--- src/rtl/gcd_job_sequencer.sv ---
// GCD job sequencer: buffers operand pairs in a small FIFO, issues them one at
// a time to an external GCD engine, guards each job with a watchdog, and holds
// the result (or an error for zero operands / timeout) until it is accepted.
module gcd_job_sequencer #(
    parameter int DATA_WIDTH     = 8,
    parameter int FIFO_DEPTH     = 4,
    parameter int TIMEOUT_CYCLES = 512
) (
    input  logic                          clk_i,
    input  logic                          reset_i,
    input  logic                          in_valid_i,
    input  logic [DATA_WIDTH-1:0]         in_a_i,
    input  logic [DATA_WIDTH-1:0]         in_b_i,
    output logic                          in_ready_o,
    output logic [DATA_WIDTH-1:0]         operand_a_o,
    output logic [DATA_WIDTH-1:0]         operand_b_o,
    output logic                          gcd_enable_o,
    input  logic [DATA_WIDTH-1:0]         gcd_i,
    input  logic                          gcd_done_i,
    output logic                          out_valid_o,
    input  logic                          out_ready_i,
    output logic [DATA_WIDTH-1:0]         out_gcd_o,
    output logic                          out_err_o,
    output logic [$clog2(FIFO_DEPTH):0]   fifo_count_o
);

    localparam int AW = $clog2(FIFO_DEPTH);
    localparam int CW = AW + 1;
    localparam int TW = $clog2(TIMEOUT_CYCLES + 1);

    typedef enum logic [1:0] {IDLE, ISSUE, WAIT, HOLD} state_t;

    state_t                  state, state_next;
    logic [DATA_WIDTH-1:0]   mem_a [FIFO_DEPTH];
    logic [DATA_WIDTH-1:0]   mem_b [FIFO_DEPTH];
    logic [AW-1:0]           wr_ptr, rd_ptr;
    logic [TW-1:0]           wdog;
    logic                    push, pop;
    logic                    head_zero;
    logic                    wdog_expired;

    assign in_ready_o   = (fifo_count_o != CW'(FIFO_DEPTH)) && !reset_i;
    assign push         = in_valid_i && in_ready_o;
    assign head_zero    = (mem_a[rd_ptr] == '0) && (mem_b[rd_ptr] == '0);
    assign wdog_expired = (wdog == TW'(TIMEOUT_CYCLES - 1));

    // Job storage; written only on an accepted push.
    // NOTE: the storage array has no reset -- occupancy is tracked by the pointers and count, so stale entries are never observed.
    always_ff @(posedge clk_i) begin
        if (push) begin
            mem_a[wr_ptr] <= in_a_i;
            mem_b[wr_ptr] <= in_b_i;
        end
    end

    // FIFO pointers and occupancy; simultaneous push and pop leave the count unchanged.
    // NOTE: sequential state uses non-blocking assignments so every register samples pre-edge values.
    always_ff @(posedge clk_i) begin
        if (reset_i) begin
            wr_ptr       <= '0;
            rd_ptr       <= '0;
            fifo_count_o <= '0;
        end else begin
            if (push) wr_ptr <= wr_ptr + AW'(1);
            if (pop)  rd_ptr <= rd_ptr + AW'(1);
            case ({push, pop})
                2'b10:   fifo_count_o <= fifo_count_o + CW'(1);
                2'b01:   fifo_count_o <= fifo_count_o - CW'(1);
                default: fifo_count_o <= fifo_count_o;
            endcase
        end
    end

    // Sequencer state register.
    always_ff @(posedge clk_i) begin
        if (reset_i) state <= IDLE;
        else         state <= state_next;
    end

    // Next-state logic and pop decision.
    // NOTE: every signal written here gets a default first so no latch is inferred.
    always_comb begin
        state_next = state;
        pop        = 1'b0;
        case (state)
            IDLE: begin
                if (fifo_count_o != '0) begin
                    pop        = 1'b1;
                    state_next = head_zero ? HOLD : ISSUE;
                end
            end
            ISSUE: state_next = WAIT;
            WAIT: begin
                if (gcd_done_i || wdog_expired) state_next = HOLD;
            end
            HOLD: begin
                if (out_ready_i) state_next = IDLE;
            end
            default: state_next = IDLE;
        endcase
    end

    // Registered engine interface, watchdog and result holding registers.
    always_ff @(posedge clk_i) begin
        if (reset_i) begin
            operand_a_o  <= '0;
            operand_b_o  <= '0;
            gcd_enable_o <= 1'b0;
            out_valid_o  <= 1'b0;
            out_gcd_o    <= '0;
            out_err_o    <= 1'b0;
            wdog         <= '0;
        end else begin
            case (state)
                IDLE: begin
                    if (pop) begin
                        operand_a_o <= mem_a[rd_ptr];
                        operand_b_o <= mem_b[rd_ptr];
                        if (head_zero) begin
                            out_gcd_o   <= '0;
                            out_err_o   <= 1'b1;
                            out_valid_o <= 1'b1;
                        end else begin
                            gcd_enable_o <= 1'b1;
                        end
                    end
                end
                ISSUE: wdog <= '0;
                WAIT: begin
                    if (gcd_done_i) begin
                        out_gcd_o    <= gcd_i;
                        out_err_o    <= 1'b0;
                        out_valid_o  <= 1'b1;
                        gcd_enable_o <= 1'b0;
                    end else if (wdog_expired) begin
                        out_gcd_o    <= '0;
                        out_err_o    <= 1'b1;
                        out_valid_o  <= 1'b1;
                        gcd_enable_o <= 1'b0;
                    end else begin
                        wdog <= wdog + TW'(1);
                    end
                end
                HOLD: begin
                    if (out_ready_i) out_valid_o <= 1'b0;
                end
                default: ;
            endcase
        end
    end

endmodule

--- config.mk ---
export PLATFORM = sky130hd
export DESIGN_NAME = gcd_job_sequencer
export DESIGN_NICKNAME = d
export VERILOG_FILES = /design/src/rtl/gcd_job_sequencer.sv
export SDC_FILE = /design/constraint.sdc
export NUM_CORES = 1
export LEC_CHECK = 0
export CAP_MARGIN = 40
export CELL_PAD_IN_SITES_DETAIL_PLACEMENT = 0
export CELL_PAD_IN_SITES_GLOBAL_PLACEMENT = 2
export CORE_MARGIN = 8
export CORE_UTILIZATION = 34
export DETAILED_ROUTE_END_ITERATION = 10
export PLACE_DENSITY_LB_ADDON = 0.1
export REMOVE_ABC_BUFFERS = 1
export SLEW_MARGIN = 5
export SYNTH_ARGS = -nofsm -noshare
export SYNTH_HDL_FRONTEND = slang
export SYNTH_SLANG_ARGS = --single-unit
--- constraint.sdc ---
create_clock -name clk_i -period 3.1 [get_ports clk_i]
set_input_delay 0.93 -clock clk_i [delete_from_list [all_inputs] [get_ports clk_i]]
set_output_delay 0.93 -clock clk_i [all_outputs]
set_load 0.02 [all_outputs]
# ---- After elaboration in Yosys (flattened, before gate mapping)
# Memories as Yosys holds them, arrays and structs flattened. A register that Yosys moved wholly into a read port is not among the register bits.
# Cells that the tools add are included.
dict set report op_classes {
  n_eq_ne 16
  n_reduce_logical 19
  add_sub_neg 5
  muxes 35
}
# operator n
set ops {}
lappend ops {{$mux 8} 4}
lappend ops {{$mux 10} 2}
lappend ops {{$pmux 10 s2} 1}
lappend ops {{$logic_not 8->1} 2}
lappend ops {{$mux 2} 8}
lappend ops {{$ne 2x2->1 const B} 8}
lappend ops {{$pmux 8 s2} 1}
lappend ops {{$mux 1} 14}
lappend ops {{$add 10x1->10 const B} 1}
lappend ops {{$eq 10x9->1 const B} 1}
lappend ops {{$pmux 2 s4} 1}
lappend ops {{$reduce_and 4->1} 2}
lappend ops {{$eq 2x2->1 const B} 3}
lappend ops {{$ne 3x3->1 const B} 2}
lappend ops {{$pmux 3 s2} 1}
lappend ops {{$reduce_and 3->1} 2}
lappend ops {{$reduce_bool 2->1} 3}
lappend ops {{$reduce_bool 3->1} 2}
lappend ops {{$reduce_and 5->1} 1}
lappend ops {{$add 2x1->2 const B} 2}
lappend ops {{$eq 2x1->1 const B} 2}
lappend ops {{$pmux 1 s2} 2}
lappend ops {{$add 3x1->3 const B} 1}
lappend ops {{$logic_and 1x1->1} 3}
lappend ops {{other kinds (6)} 6}
dict set report totals {
  ramBits 64
  wordCells 88
  memories 2
  reg_bits 46
}
# name words word_bits read_ports rd_clocked_by_memory_dff write_ports line
set mem_list {}
lappend mem_list {mem_a 4 8 1 1 1 34} ;# logic [DATA_WIDTH-1:0] mem_a [FIFO_DEPTH];
lappend mem_list {mem_b 4 8 1 1 1 35} ;# logic [DATA_WIDTH-1:0] mem_b [FIFO_DEPTH];

# ---- Logic depth before layout (Yosys ltp)
dict set report logic_depth {
  word_depth 5
  depth_mapped 11
  mapped_depth_nobuf 10
}

# ---- Least setup slack after synthesis
# OpenSTA, ideal clock, no wires.
dict set report synth_path {
  path_type {reg-to-reg}
  from {register with a tool-made name}
  to {register out_valid_o}
  synth_period_minus_slack_ps 2985
  stages_incl_launch_ff 9
  slack_ps 115
  setup_ps 74
  t_arrival_ps 2911
  cell_sequence {dfxtp_1 clkbuf_1 buf_1 mux4_2 or4_4 or4_1 buf_2 or4_1 a31oi_1}
}
# element line
set synth_rtl {}
lappend synth_rtl {{end signal: assignment} 109} ;# out_valid_o <= 1'b0;
lappend synth_rtl {{end signal: assignment} 122} ;# out_valid_o <= 1'b1;
lappend synth_rtl {{end signal: assignment} 133} ;# out_valid_o <= 1'b1;
lappend synth_rtl {{end: declaration} 20} ;# output logic out_valid_o,

# ---- Worst setup path after layout
dict set report layout_path {
  from {input port reset_i}
  to {output port in_ready_o}
}
dict set report layout_via {
  elab_chain_len 2
}
# element line
set layout_lines {}
lappend layout_lines {{start: declaration} 10} ;# input logic reset_i,
lappend layout_lines {{$logic_not 1->1} 42} ;# assign in_ready_o = (fifo_count_o != CW'(FIFO_DEPTH)) && !reset_i;
lappend layout_lines {{$logic_and 1x1->1} 42}
lappend layout_lines {{end: declaration} 14} ;# output logic in_ready_o,
# Every way passes these cells.

==> metrics.md <==
| Metric | Value |
|---|---|
| Arr. time, crit path | about 2.0 ns |
| Share of cells above drive strength 1 | 12.8% |
| Status | finished clean |
| CTS clock-pin slew for the worst setup and hold paths | about 0.080 ns |
| Initial antenna violation count | 0 |
| Nets | 466 |
| Fin cells | 607 |
| Vias in the first global route | 3066 |
| RSZ-0062 raised after global routing | no |
| Total track usage | 11.9% |
| Cell Chain, Critical Path | clkdlybuf4s50_1 > a21oi_1 > buf_4 > dlygate4sd2_1 |
| Core Region | 0.0132 mm² |
| Synth Area in Adders | 3.17% |
| Synthesis-to-layout area growth | 26.0% |
| Post-synth ARST share | 0% |
| Synthesized area | 0.00458 mm² |
| Vias post-DR | 2972 |
| Final Cycle Share | a little over nine tenths |
| Setup Skew | between 0.006 and 0.007 ns |
| First-pass DRT Iterations | 4 |
| Fin worst setup slack | 0.137 ns |
| Starting density of the core | 34.7% |
| Mux share of post-synthesis cell area | 8.33% |
| Worst slack at placement | -0.131 ns |
| Yosys Warn Count | 0 |
| Clk root buf | clkbuf_16 |
| Buffers on Ports | 59 |
| Pins over their slew limit | 0 |
| GPL Wtd Cong | approximately 0.72 |
| Largest family of logic cells by synthesized area | simple AND/OR/NAND/NOR gates |
| Buffer depth of the longest clock path | 2 |
| Prevailing post-synth register cell | edfxtp_1 |
| Kind of end point of the critical path | output pin |
| Num CTS Buffers | 9 |
| CTS tree | yes |
| Row cnt | between 40 and 50 |
| Maximum vdd ir drop | 0.000425 V |
| Yosys top cell by area | edfxtp_1 |
| Total of flip-flops plus latches after synthesis | 112 |
| Drt wl/cell | 16.5 µm |
| Chip Height | roughly 130 µm |
| Hold Vio Cnt, Final | 0 |
| Largest cells by area after synthesis | edfxtp_1, dfxtp_1, mux4_2 |
| Critical Path RT | approximately 2.2 ns |
| Crit Path Class | in -> out |
| Chip width | 132 µm |
| Skew-Pair Late Insertion Delay | about 0.35 ns |
| Synth Area in Compound Gates | about 9% |
| Min-delay worst type | reg -> reg |
| Post CTS Setup Buffer Count | 0 |
| Slowest cell on crit path | clkdlybuf4s50_1 |
| Relative slew slack | 57.7% |
| Maxcap violations | 0 |
| Final setup fails | 0 |
| Post-synthesis simple-gate area fraction | a little under an eighth |
| Count of cell types in the netlist | between 40 and 50 |
| Critical path fanouts, max | 6 |
| Pin count of the biggest net entering global routing | 41 |
| Total gr overflow | 0 |
| DP Cell Count | between 500 and 600 |
| Antenna-violating nets left | 0 |
| Max incr delay on CP | 0.45 ns |
| Dpl hpwl | 6910 µm |
| Slew at the pin closest to its max-slew limit | about 0.63 ns |
| DR vias/cell | 4.90 |
| Clk sinks | 112 |
| Post-synthesis xor/xnor area fraction | 2.30% |
| PD cells | 779 mW/mm² |
| Post-synth EDFFs | 64 |
| H-tree depth | 3 |
| DRC | 0 |
| Bufs and invs on worst path | 3 |
| Highest-count cells in the layout ignoring fill and taps | edfxtp_1, clkdlybuf4s50_1, nand2_1, dfxtp_1, nor2_1 |
| Seq/Total Area, Yosys | 63.0% |
| Fin crit period | 2.96 ns |
| Top-area cell type share of the netlist area | a little over two fifths |
| Final wirelength | 10000 µm |
| Initial DRC count | approximately 210 |
| Die area | 0.0174 mm² |
| Sum of negative setup slack | 0 ns |
| Fmax | between 300 and 400 MHz |
| Pleak | roughly 1.9 nW |
| Most common cell after layout, fill and taps aside | edfxtp_1 |
| Diode count | 0 |
| Crit start category | input pin |
| Synthesized instance count | approximately 350 |
| Total power | 4.49 mW |
| First-pass GRT wire length | around 16000 µm |
| I/O pins | 60 |
| CP top delay family | buffers and inverters |
| Syn_area_per_cell | 12.9 µm² |
==> metal layers <==
layer	vias up	part of all wire [%]	GRT usage [%]
met4	0	1.1	3.45
met1	1433	46	14.5
met3	7	4.9	3.96
met5	-	0	0
met2	60	48	19.5
li1	1472	-	-
==> synthesized netlist by cell type (4+ instances only) <==
master / n
inv_1: 11
nor2_1: 26
or4_1: 4
a211oi_1: 12
edfxtp_1: 64
nand2_1: 48
xnor2_1: 9
clkbuf_1: 9
nand3_1: 7
dfxtp_1: 48
a221oi_1: 12
a21oi_1: 23
ha_1: 10
and3_1: 4
mux4_2: 16
nor3_1: 7
==> path summary, 6_finish.rpt <==
check,from,to,slack [ns],depth (start not counted)
setup reg to reg,flip-flop,out_err_o,0.18,7
hold reg to reg,operand_b_o[2],operand_b_o[2],0.46,2
setup / recovery,reset_i,in_ready_o,0.14,4
hold / removal,operand_b_o[2],operand_b_o[2],0.46,2
==> through the flow <==
step                util [%]  hold slack [ns]  cell area, µm²
global placement        41.5            0.448            5480
global route            43.7            0.479            5770
finish                  43.7            0.455            5770
detailed placement      41.5            0.450            5480
floorplan                  -            0.459            4510
CTS                     43.7            0.460            5770
==> worst register-to-register path: cells and delay by family, from the launching register on <==
kind / cells / cell delay, ns
DFF: 1 / 0.36
and+or+nand+nor: 2 / 1.15
buffers and inverters: 2 / 0.41
muxes: 1 / 0.53
AOI/OAI and AO/OA: 2 / 0.39
==> timing repair <==
action | CTS | global route
resized for setup | 1 | 0
hold buffers | 0 | 0
endpoints found under the setup margin | 1 | 0
==> flip-flops by register name (all words and copies together) (netlist names), named ones only <==
name and count:
fifo_count_o 3, mem_b 32, wdog 10, out_gcd_o 8, operand_a_o 8, operand_b_o 8
state 2, out_valid_o 1, gcd_enable_o 1, rd_ptr 2, mem_a 32, out_err_o 1
wr_ptr 2
==> kinds of logic (layout without fill, tap and decap cells) <==
logic type               after synthesis  in the layout
XOR/XNOR                              12             12
AO/OA/AOI/OAI                         62             62
buffers and inverters                 27            104
AND/OR/NAND/NOR                      112            112
adder cells (fa/ha/maj)               11             11
multiplexers                          18             18
flip-flops                           112            112
==> where the power goes <==
group,switching (mW),internal (mW),total (mW)
logic,0.822,0.659,1.48
clock network,0.563,0.567,1.13
registers,0.126,1.76,1.88
total,1.51,2.98,4.49
==> final cells by class <==
class / count / area [µm²]
Multi-Input combinational cell: 215 / 1580
Tap cell: 176 / 220
Sequential cell: 112 / 2880
Clock buffer: 9 / 225
Clock inverter: 7 / 68.8
Timing Repair Buffer: 76 / 742
Fill cell: 1247 / 7420
Inverter: 12 / 45.0
(Power assumes the default switching activity.)
